--- config.mk ---
export PLATFORM = sky130hd
export DESIGN_NAME = dbg_run_ctrl
export DESIGN_NICKNAME = d
export VERILOG_FILES = /design/src/rtl/dbg_run_ctrl.sv
export SDC_FILE = /design/constraint.sdc
export NUM_CORES = 1
export LEC_CHECK = 0
export CORE_UTILIZATION = 41
export DETAILED_ROUTE_END_ITERATION = 10
export PLACE_DENSITY = 0.79
export SLEW_MARGIN = 5
export SYNTH_ARGS = -nofsm -noshare
export SYNTH_HDL_FRONTEND = slang
export SYNTH_SLANG_ARGS = --single-unit
export TNS_END_PERCENT = 20
--- constraint.sdc ---
create_clock -name clk -period 5.15 [get_ports clk]
set_input_delay 0.7725 -clock clk [delete_from_list [all_inputs] [get_ports clk]]
set_output_delay 0.7725 -clock clk [all_outputs]
set_load 0.02 [all_outputs]
--- src/rtl/dbg_run_ctrl.sv ---
// Debug/run sequencer between the host command channel and the pipelined core.
// Optional breakpoint support is compiled in with `define DBG_BREAKPOINT_EN.
module dbg_run_ctrl #(
    parameter int unsigned ADDR_W   = 8,
    parameter int unsigned STEP_CYC = 5,
    parameter logic [31:0] RUN_MAX  = 32'hFFFF_FFFF
) (
    input  logic              clk,
    input  logic              rst,
    input  logic              cmd_valid,
    output logic              cmd_ready,
    input  logic [2:0]        cmd_op,
    input  logic [ADDR_W-1:0] cmd_addr,
    input  logic [31:0]       cmd_data,
    output logic              rsp_valid,
    input  logic              rsp_ready,
    output logic [31:0]       rsp_data,
    output logic              cpu_ce,
    input  logic              cpu_stop,
    input  logic [31:0]       cpu_pc,
    output logic              inst_we,
    output logic              data_we,
    output logic              rf_dcp_rd,
    output logic [ADDR_W-1:0] inst_addr,
    output logic [ADDR_W-1:0] data_addr,
    output logic [4:0]        rf_addr,
    output logic [31:0]       inst_in,
    output logic [31:0]       data_in,
    input  logic [31:0]       inst_out,
    input  logic [31:0]       data_out,
    input  logic [31:0]       rf_out
);

    localparam logic [2:0] OP_WR_INST = 3'd0;
    localparam logic [2:0] OP_WR_DATA = 3'd1;
    localparam logic [2:0] OP_RD_INST = 3'd2;
    localparam logic [2:0] OP_RD_DATA = 3'd3;
    localparam logic [2:0] OP_RD_RF   = 3'd4;
    localparam logic [2:0] OP_RUN     = 3'd5;
    localparam logic [2:0] OP_STEP    = 3'd6;
    localparam logic [2:0] OP_HALT    = 3'd7;
    localparam logic [31:0] ACK       = 32'h0000_0001;

    typedef enum logic [2:0] {S_IDLE, S_WRITE, S_READ, S_RESP, S_RUN, S_STEP} state_t;

    state_t      state;
    logic [2:0]  op_q;
    logic [31:0] cnt;
    logic        ce_en;
    logic        is_halt;
    logic        halt_acc;
    logic        wd_hit;
    logic        run_exit;
    logic        step_exit;
    logic [31:0] run_rsp;
    logic [31:0] step_rsp;

`ifdef DBG_BREAKPOINT_EN
    logic [31:0] bp;
    logic        bp_armed;
    logic        bp_hit;
    logic        is_setbp;

    assign is_halt  = (cmd_op == OP_HALT) && !cmd_addr[7];
    assign is_setbp = (cmd_op == OP_HALT) &&  cmd_addr[7];
    assign bp_hit   = bp_armed && (cpu_pc == bp);
`else
    assign is_halt  = (cmd_op == OP_HALT);
`endif

    assign cmd_ready = (state == S_IDLE) || ((state == S_RUN) && is_halt);
    assign halt_acc  = (state == S_RUN) && cmd_valid && is_halt;
    assign wd_hit    = (cnt == RUN_MAX);

`ifdef DBG_BREAKPOINT_EN
    assign run_exit  = cpu_stop || halt_acc || bp_hit || wd_hit;
`else
    assign run_exit  = cpu_stop || halt_acc || wd_hit;
`endif
    assign step_exit = cpu_stop || (cnt == STEP_CYC);

    // The exit cycle must already see cpu_ce low, so the registered enable
    // is gated by the same-cycle exit condition.
    assign cpu_ce = ce_en && (((state == S_RUN) && !run_exit) ||
                              ((state == S_STEP) && !step_exit));

    always_comb begin
        run_rsp = {2'b11, cpu_pc[29:0]};
        if (cpu_stop)
            run_rsp = {2'b01, cpu_pc[29:0]};
        else if (halt_acc)
            run_rsp = {2'b10, cpu_pc[29:0]};
`ifdef DBG_BREAKPOINT_EN
        else if (bp_hit)
            run_rsp = {2'b11, cpu_pc[29:0]};
        else
            run_rsp = {1'b1, 1'b0, cpu_pc[29:0]};  // watchdog: bit 31 flag, status 0
`endif
    end

    assign step_rsp = {(cpu_stop ? 2'b01 : 2'b00), cpu_pc[29:0]};

    always_ff @(posedge clk or posedge rst) begin
        if (rst) begin
            state     <= S_IDLE;
            op_q      <= '0;
            cnt       <= '0;
            ce_en     <= 1'b0;
            rsp_valid <= 1'b0;
            rsp_data  <= '0;
            inst_we   <= 1'b0;
            data_we   <= 1'b0;
            rf_dcp_rd <= 1'b0;
            inst_addr <= '0;
            data_addr <= '0;
            rf_addr   <= '0;
            inst_in   <= '0;
            data_in   <= '0;
`ifdef DBG_BREAKPOINT_EN
            bp        <= '0;
            bp_armed  <= 1'b0;
`endif
        end else begin
            case (state)
                S_IDLE: if (cmd_valid) begin
                    op_q <= cmd_op;
                    case (cmd_op)
                        OP_WR_INST: begin
                            inst_we   <= 1'b1;
                            inst_addr <= cmd_addr;
                            inst_in   <= cmd_data;
                            state     <= S_WRITE;
                        end
                        OP_WR_DATA: begin
                            data_we   <= 1'b1;
                            data_addr <= cmd_addr;
                            data_in   <= cmd_data;
                            state     <= S_WRITE;
                        end
                        OP_RD_INST: begin
                            inst_addr <= cmd_addr;
                            state     <= S_READ;
                        end
                        OP_RD_DATA: begin
                            data_addr <= cmd_addr;
                            state     <= S_READ;
                        end
                        OP_RD_RF: begin
                            rf_addr   <= cmd_addr[4:0];
                            rf_dcp_rd <= 1'b1;
                            state     <= S_READ;
                        end
                        OP_RUN: begin
                            cnt   <= '0;
                            ce_en <= 1'b1;
                            state <= S_RUN;
                        end
                        OP_STEP: begin
                            cnt   <= '0;
                            ce_en <= 1'b1;
                            state <= S_STEP;
                        end
                        default: begin
`ifdef DBG_BREAKPOINT_EN
                            if (is_setbp) begin
                                bp       <= cmd_data;
                                bp_armed <= 1'b1;
                                rsp_data <= ACK;
                            end else begin
                                rsp_data <= {2'b00, cpu_pc[29:0]};
                            end
`else
                            rsp_data <= {2'b00, cpu_pc[29:0]};
`endif
                            rsp_valid <= 1'b1;
                            state     <= S_RESP;
                        end
                    endcase
                end
                S_WRITE: begin
                    inst_we   <= 1'b0;
                    data_we   <= 1'b0;
                    rsp_data  <= ACK;
                    rsp_valid <= 1'b1;
                    state     <= S_RESP;
                end
                S_READ: begin
                    rf_dcp_rd <= 1'b0;
                    case (op_q)
                        OP_RD_INST: rsp_data <= inst_out;
                        OP_RD_DATA: rsp_data <= data_out;
                        default:    rsp_data <= rf_out;
                    endcase
                    rsp_valid <= 1'b1;
                    state     <= S_RESP;
                end
                S_RESP: if (rsp_ready) begin
                    rsp_valid <= 1'b0;
                    state     <= S_IDLE;
                end
                S_RUN: begin
                    if (run_exit) begin
                        ce_en     <= 1'b0;
                        rsp_data  <= run_rsp;
                        rsp_valid <= 1'b1;
                        state     <= S_RESP;
`ifdef DBG_BREAKPOINT_EN
                        if (bp_hit)
                            bp_armed <= 1'b0;
`endif
                    end else begin
                        cnt <= cnt + 32'd1;
                    end
                end
                S_STEP: begin
                    if (step_exit) begin
                        ce_en     <= 1'b0;
                        rsp_data  <= step_rsp;
                        rsp_valid <= 1'b1;
                        state     <= S_RESP;
                    end else begin
                        cnt <= cnt + 32'd1;
                    end
                end
                default: state <= S_IDLE;
            endcase
        end
    end

    logic unused_bits;
    assign unused_bits = ^{cpu_pc[31:30], cmd_addr};

endmodule

==> flow_summary_export.csv <==
group,metric,value,unit
outcome,run_status,"finished clean",
yosys,ys_seq_elements,160,
timing,timing.setup.tns,0,ns
critical_path,crit_family,"buffers and inverters",
pwr,power_switching,0.00243,W
floorplan,core.rowCount,50,
pwr,p_int,0.00404,W
route,totalWireLength,23.5,mm
critical_path,cp_cell_sequence,"clkdlybuf4s50_1 > and4_1 > nor3_2 > o31ai_4 > nand2_1 > and2_1 > clkdlybuf4s50_1",
floorplan,die_h,142,um
route,num_vias,6756,
floorplan,design.core.area,0.0189,sq mm
yosys,ys_warn_count,0,
cells_and_area,nFillCells,1531,
route,drt_first_pass_iters,4,
critical_path,worst-path-buf-inv,2,
timing,min_period,3.80,ns
timing,clock_skew,0.0101,ns
cts,clock_sinks,160,
pwr,power_density,552,mW/mm^2
cells_and_area,area_growth_syn_to_layout,46.9,%
yosys,synth_top_area_frac,0.502,
yosys,synth_edf_count,0,
pwr,power_frac_comb,0.478,
timing,finalCritPeriodShare,0.738,
cts,clk_pin_slew,0.07,ns
timing,setup_viol,0,
yosys,ys_async_sr_fraction,1.00,
pwr,p_leak,5.04,nW
floorplan,die_w,142,um
pwr,pwr-share-clk,0.198,
global_routing,grt_max_degree,105,
cts,cts_tree,"yes",
cts,cts_max_path_buffers,2,
cells_and_area,nets,1188,
yosys,yosysUniqueCellTypes,53,
route,routedWlPerCell,18.3,um
timing,slew_viol_final,0,
yosys,synth_fp_nets,915,
global_routing,track_usage,0.234,
route,ant_nets,0,
yosys,syn_inst,737,
cts,ctsResizeCount,0,
cts,clk_latency,0.43,ns
cts,post-cts-setup-buffers,0,
cells_and_area,multiInputGateArea,0.00370,sq mm
critical_path,critPathMostFrequentCell,"clkdlybuf4s50_1",
placement,io_buffers,296,
yosys,yosys.area.top_type,"dfrtp_1",
cells_and_area,ff_latch_area,0.00401,sq mm
cts,cts_hold_buf,0,
yosys,synth_area_per_cell,10.8,sq um
floorplan,die-area,0.0200,sq mm
yosys,synth_ff_type,"dfrtp_1",
critical_path,max_stage_delay,0.67,ns
pwr,seqPwrFrac,0.323,
route,post-route-drc-count,0,
cts,h-tree-depth,4,
run,maxCapViolCount,0,
global_routing,grt_pass1_wl,36.0,mm
cts,cts_root_buf,"clkbuf_16",
timing,hold_viol,0,
timing,worst_pin_slew,1.09,ns
global_routing,grt_pass1_vias,6526,
floorplan,pin_count,299,
pwr,peakVddDrop,251,uV
yosys,yosys-top-cells-area,"dfrtp_1, mux2_2, mux2i_1, mux2_4, nand2_1",
pwr,swShare,0.375,
placement,dpl.hpwl,17.3,mm
global_routing,overflow,0,
timing,max-slew-margin-rel,0.271,
yosys,yosysSeqAreaShare,0.502,
min_path,hold_class,"register to register",
critical_path,crit_slowest_cell,"clkdlybuf4s50_1",
critical_path,worstPathArrival,3.03,ns
cells_and_area,final_core_util,0.620,
placement,gp_congestion,0.827,
cells_and_area,drive_above_1_share,0.160,
critical_path,cp_max_fo,11,
route,dr.first_iter.drc_count,345,
cts,cts_made_buffers,17,
critical_path,cp.required,4.38,ns
critical_path,crit_path_end_kind,"primary output",
global_routing,antenna_found_initial,3,
route,via_per_inst,5.25,
timing,rsz0062_at_grt,"false",
floorplan,start_util,0.422,
yosys,syn_area,0.00798,sq mm
critical_path,startpoint_type,"input port",
critical_path,crit_type,"input port to primary output",
timing,fmax,0.263,GHz
## registers in the layout, indices dropped and copies added (netlist names)
register and flops:
data_addr 8, data_in 32, inst_in 32, inst_we 1
data_we 1, inst_addr 8, rf_dcp_rd 1, rsp_data 32
op_q 3, rf_addr 5, state 3, cnt 32
rsp_valid 1, ce_en 1
## Yosys cell counts, types with 4 or more instances
cell type,number
dfrtp_1,160
mux2_2,91
nand2_1,71
o21ai_0,53
nor2_1,52
a21oi_1,50
mux2i_1,33
clkbuf_1,32
a31oi_1,20
mux2_4,20
nand3_1,18
inv_1,12
nand4_1,12
buf_2,9
mux2_1,8
and3_1,7
o211ai_1,7
and4_1,5
nand2b_1,5
nor4_1,5
o31ai_1,5
or3_1,5
or4_1,5
buf_6,4
nor3_1,4
o22ai_1,4
## cells in the final DEF, fill, tap and decap left out, types with 3 or more instances in the layout
| cell type | n |
|---|---|
| o22ai_1 | 4 |
| clkinv_8 | 3 |
| o21ai_0 | 53 |
| diode_2 | 4 |
| inv_6 | 4 |
| o211ai_1 | 7 |
| a31oi_1 | 20 |
| dfrtp_1 | 159 |
| nor3_1 | 4 |
| nand3_1 | 18 |
| inv_8 | 5 |
| nand2_1 | 71 |
| mux2_2 | 91 |
| and3_1 | 7 |
| nor2_1 | 50 |
| buf_4 | 8 |
| nand4_1 | 12 |
| clkbuf_16 | 17 |
| a21oi_1 | 50 |
| mux2_4 | 20 |
| nor4b_1 | 3 |
| mux2i_1 | 33 |
| or3_1 | 5 |
| and2_1 | 3 |
| clkdlybuf4s50_1 | 296 |
| nand2b_1 | 4 |
| nor4_1 | 5 |
| or4_1 | 5 |
| and4_1 | 5 |
| xor2_1 | 3 |
| mux2_1 | 8 |
| inv_1 | 11 |
| o31ai_1 | 5 |
## logic make-up (layout without fill, tap and decap cells)
group | after synthesis | after routing | share of synthesized area
other | 0 | 4 | 0
xor gates and xnor gates | 5 | 5 | 0.00549
and+or+nand+nor | 205 | 205 | 0.126
buffers and inverters | 62 | 348 | 0.0358
muxes | 152 | 152 | 0.219
adders and majority gates | 2 | 2 | 0.00314
DFF | 160 | 160 | 0.502
AOI/OAI and AO/OA | 151 | 151 | 0.109
## layout make-up
type | instances | share of cell area
Antenna cell | 4 | 0.000854
Clock inverter | 15 | 0.0158
Sequential cell | 160 | 0.342
Multi-Input combinational cell | 515 | 0.315
Clock buffer | 17 | 0.0363
Tap cell | 260 | 0.0278
Inverter | 12 | 0.00427
Timing Repair Buffer | 304 | 0.258
## final timing paths
path	depth (start not counted)	slack, ns	to	start
setup / recovery	7	1.35	cpu_ce	cmd_op[1]
hold / removal	1	0.49	rsp_data[15]	rsp_data[15]
setup reg to reg	7	1.60	rsp_data[13]	cnt[0]
hold reg to reg	1	0.49	rsp_data[15]	rsp_data[15]
max in group asynchronous	3	3.21	rsp_data[10]	rst
min in group asynchronous	2	0.89	rsp_data[17]	rst
## power by group through the flow
stage | combinational (W) | sequential [W] | clock [W]
floorplan | 0.00133 | 0.00253 | 0
global placement | 0.00306 | 0.00208 | 0
detailed placement | 0.00311 | 0.00211 | 0
CTS | 0.00311 | 0.00209 | 0.00131
global route | 0.00329 | 0.00215 | 0.00136
finish | 0.00309 | 0.00209 | 0.00128
## metal layers
metal  global-route usage  up-vias  share of wire
li1                     -     3213              -
met1                0.291     3310           0.42
met2                0.387      199           0.49
met3               0.0651       34          0.064
met4               0.0889        0          0.024
met5                    0        -              0
## worst reg2reg max path, cell delays in order (launching register included)
cell     delay (ns)
dfrtp_1        0.42
ha_1           0.26
nand4_2        0.17
or3_4          0.47
o31ai_4        0.30
and2_1         0.62
nand3_4        0.66
mux2_1         0.53
## per-stage QoR
step	power (W)	hold WS, ns	instances	area, sq um	setup slack, ns
floorplan	0.00386	0.459	737	7980	0.0576
finish	0.00647	0.492	1287	11700	1.35
detailed placement	0.00522	0.481	1251	11100	1.18
CTS	0.00652	0.497	1283	11700	1.34
global route	0.00681	0.512	1285	11700	1.24
global placement	0.00514	0.474	1251	11100	1.20
(Power assumes the default switching activity.)
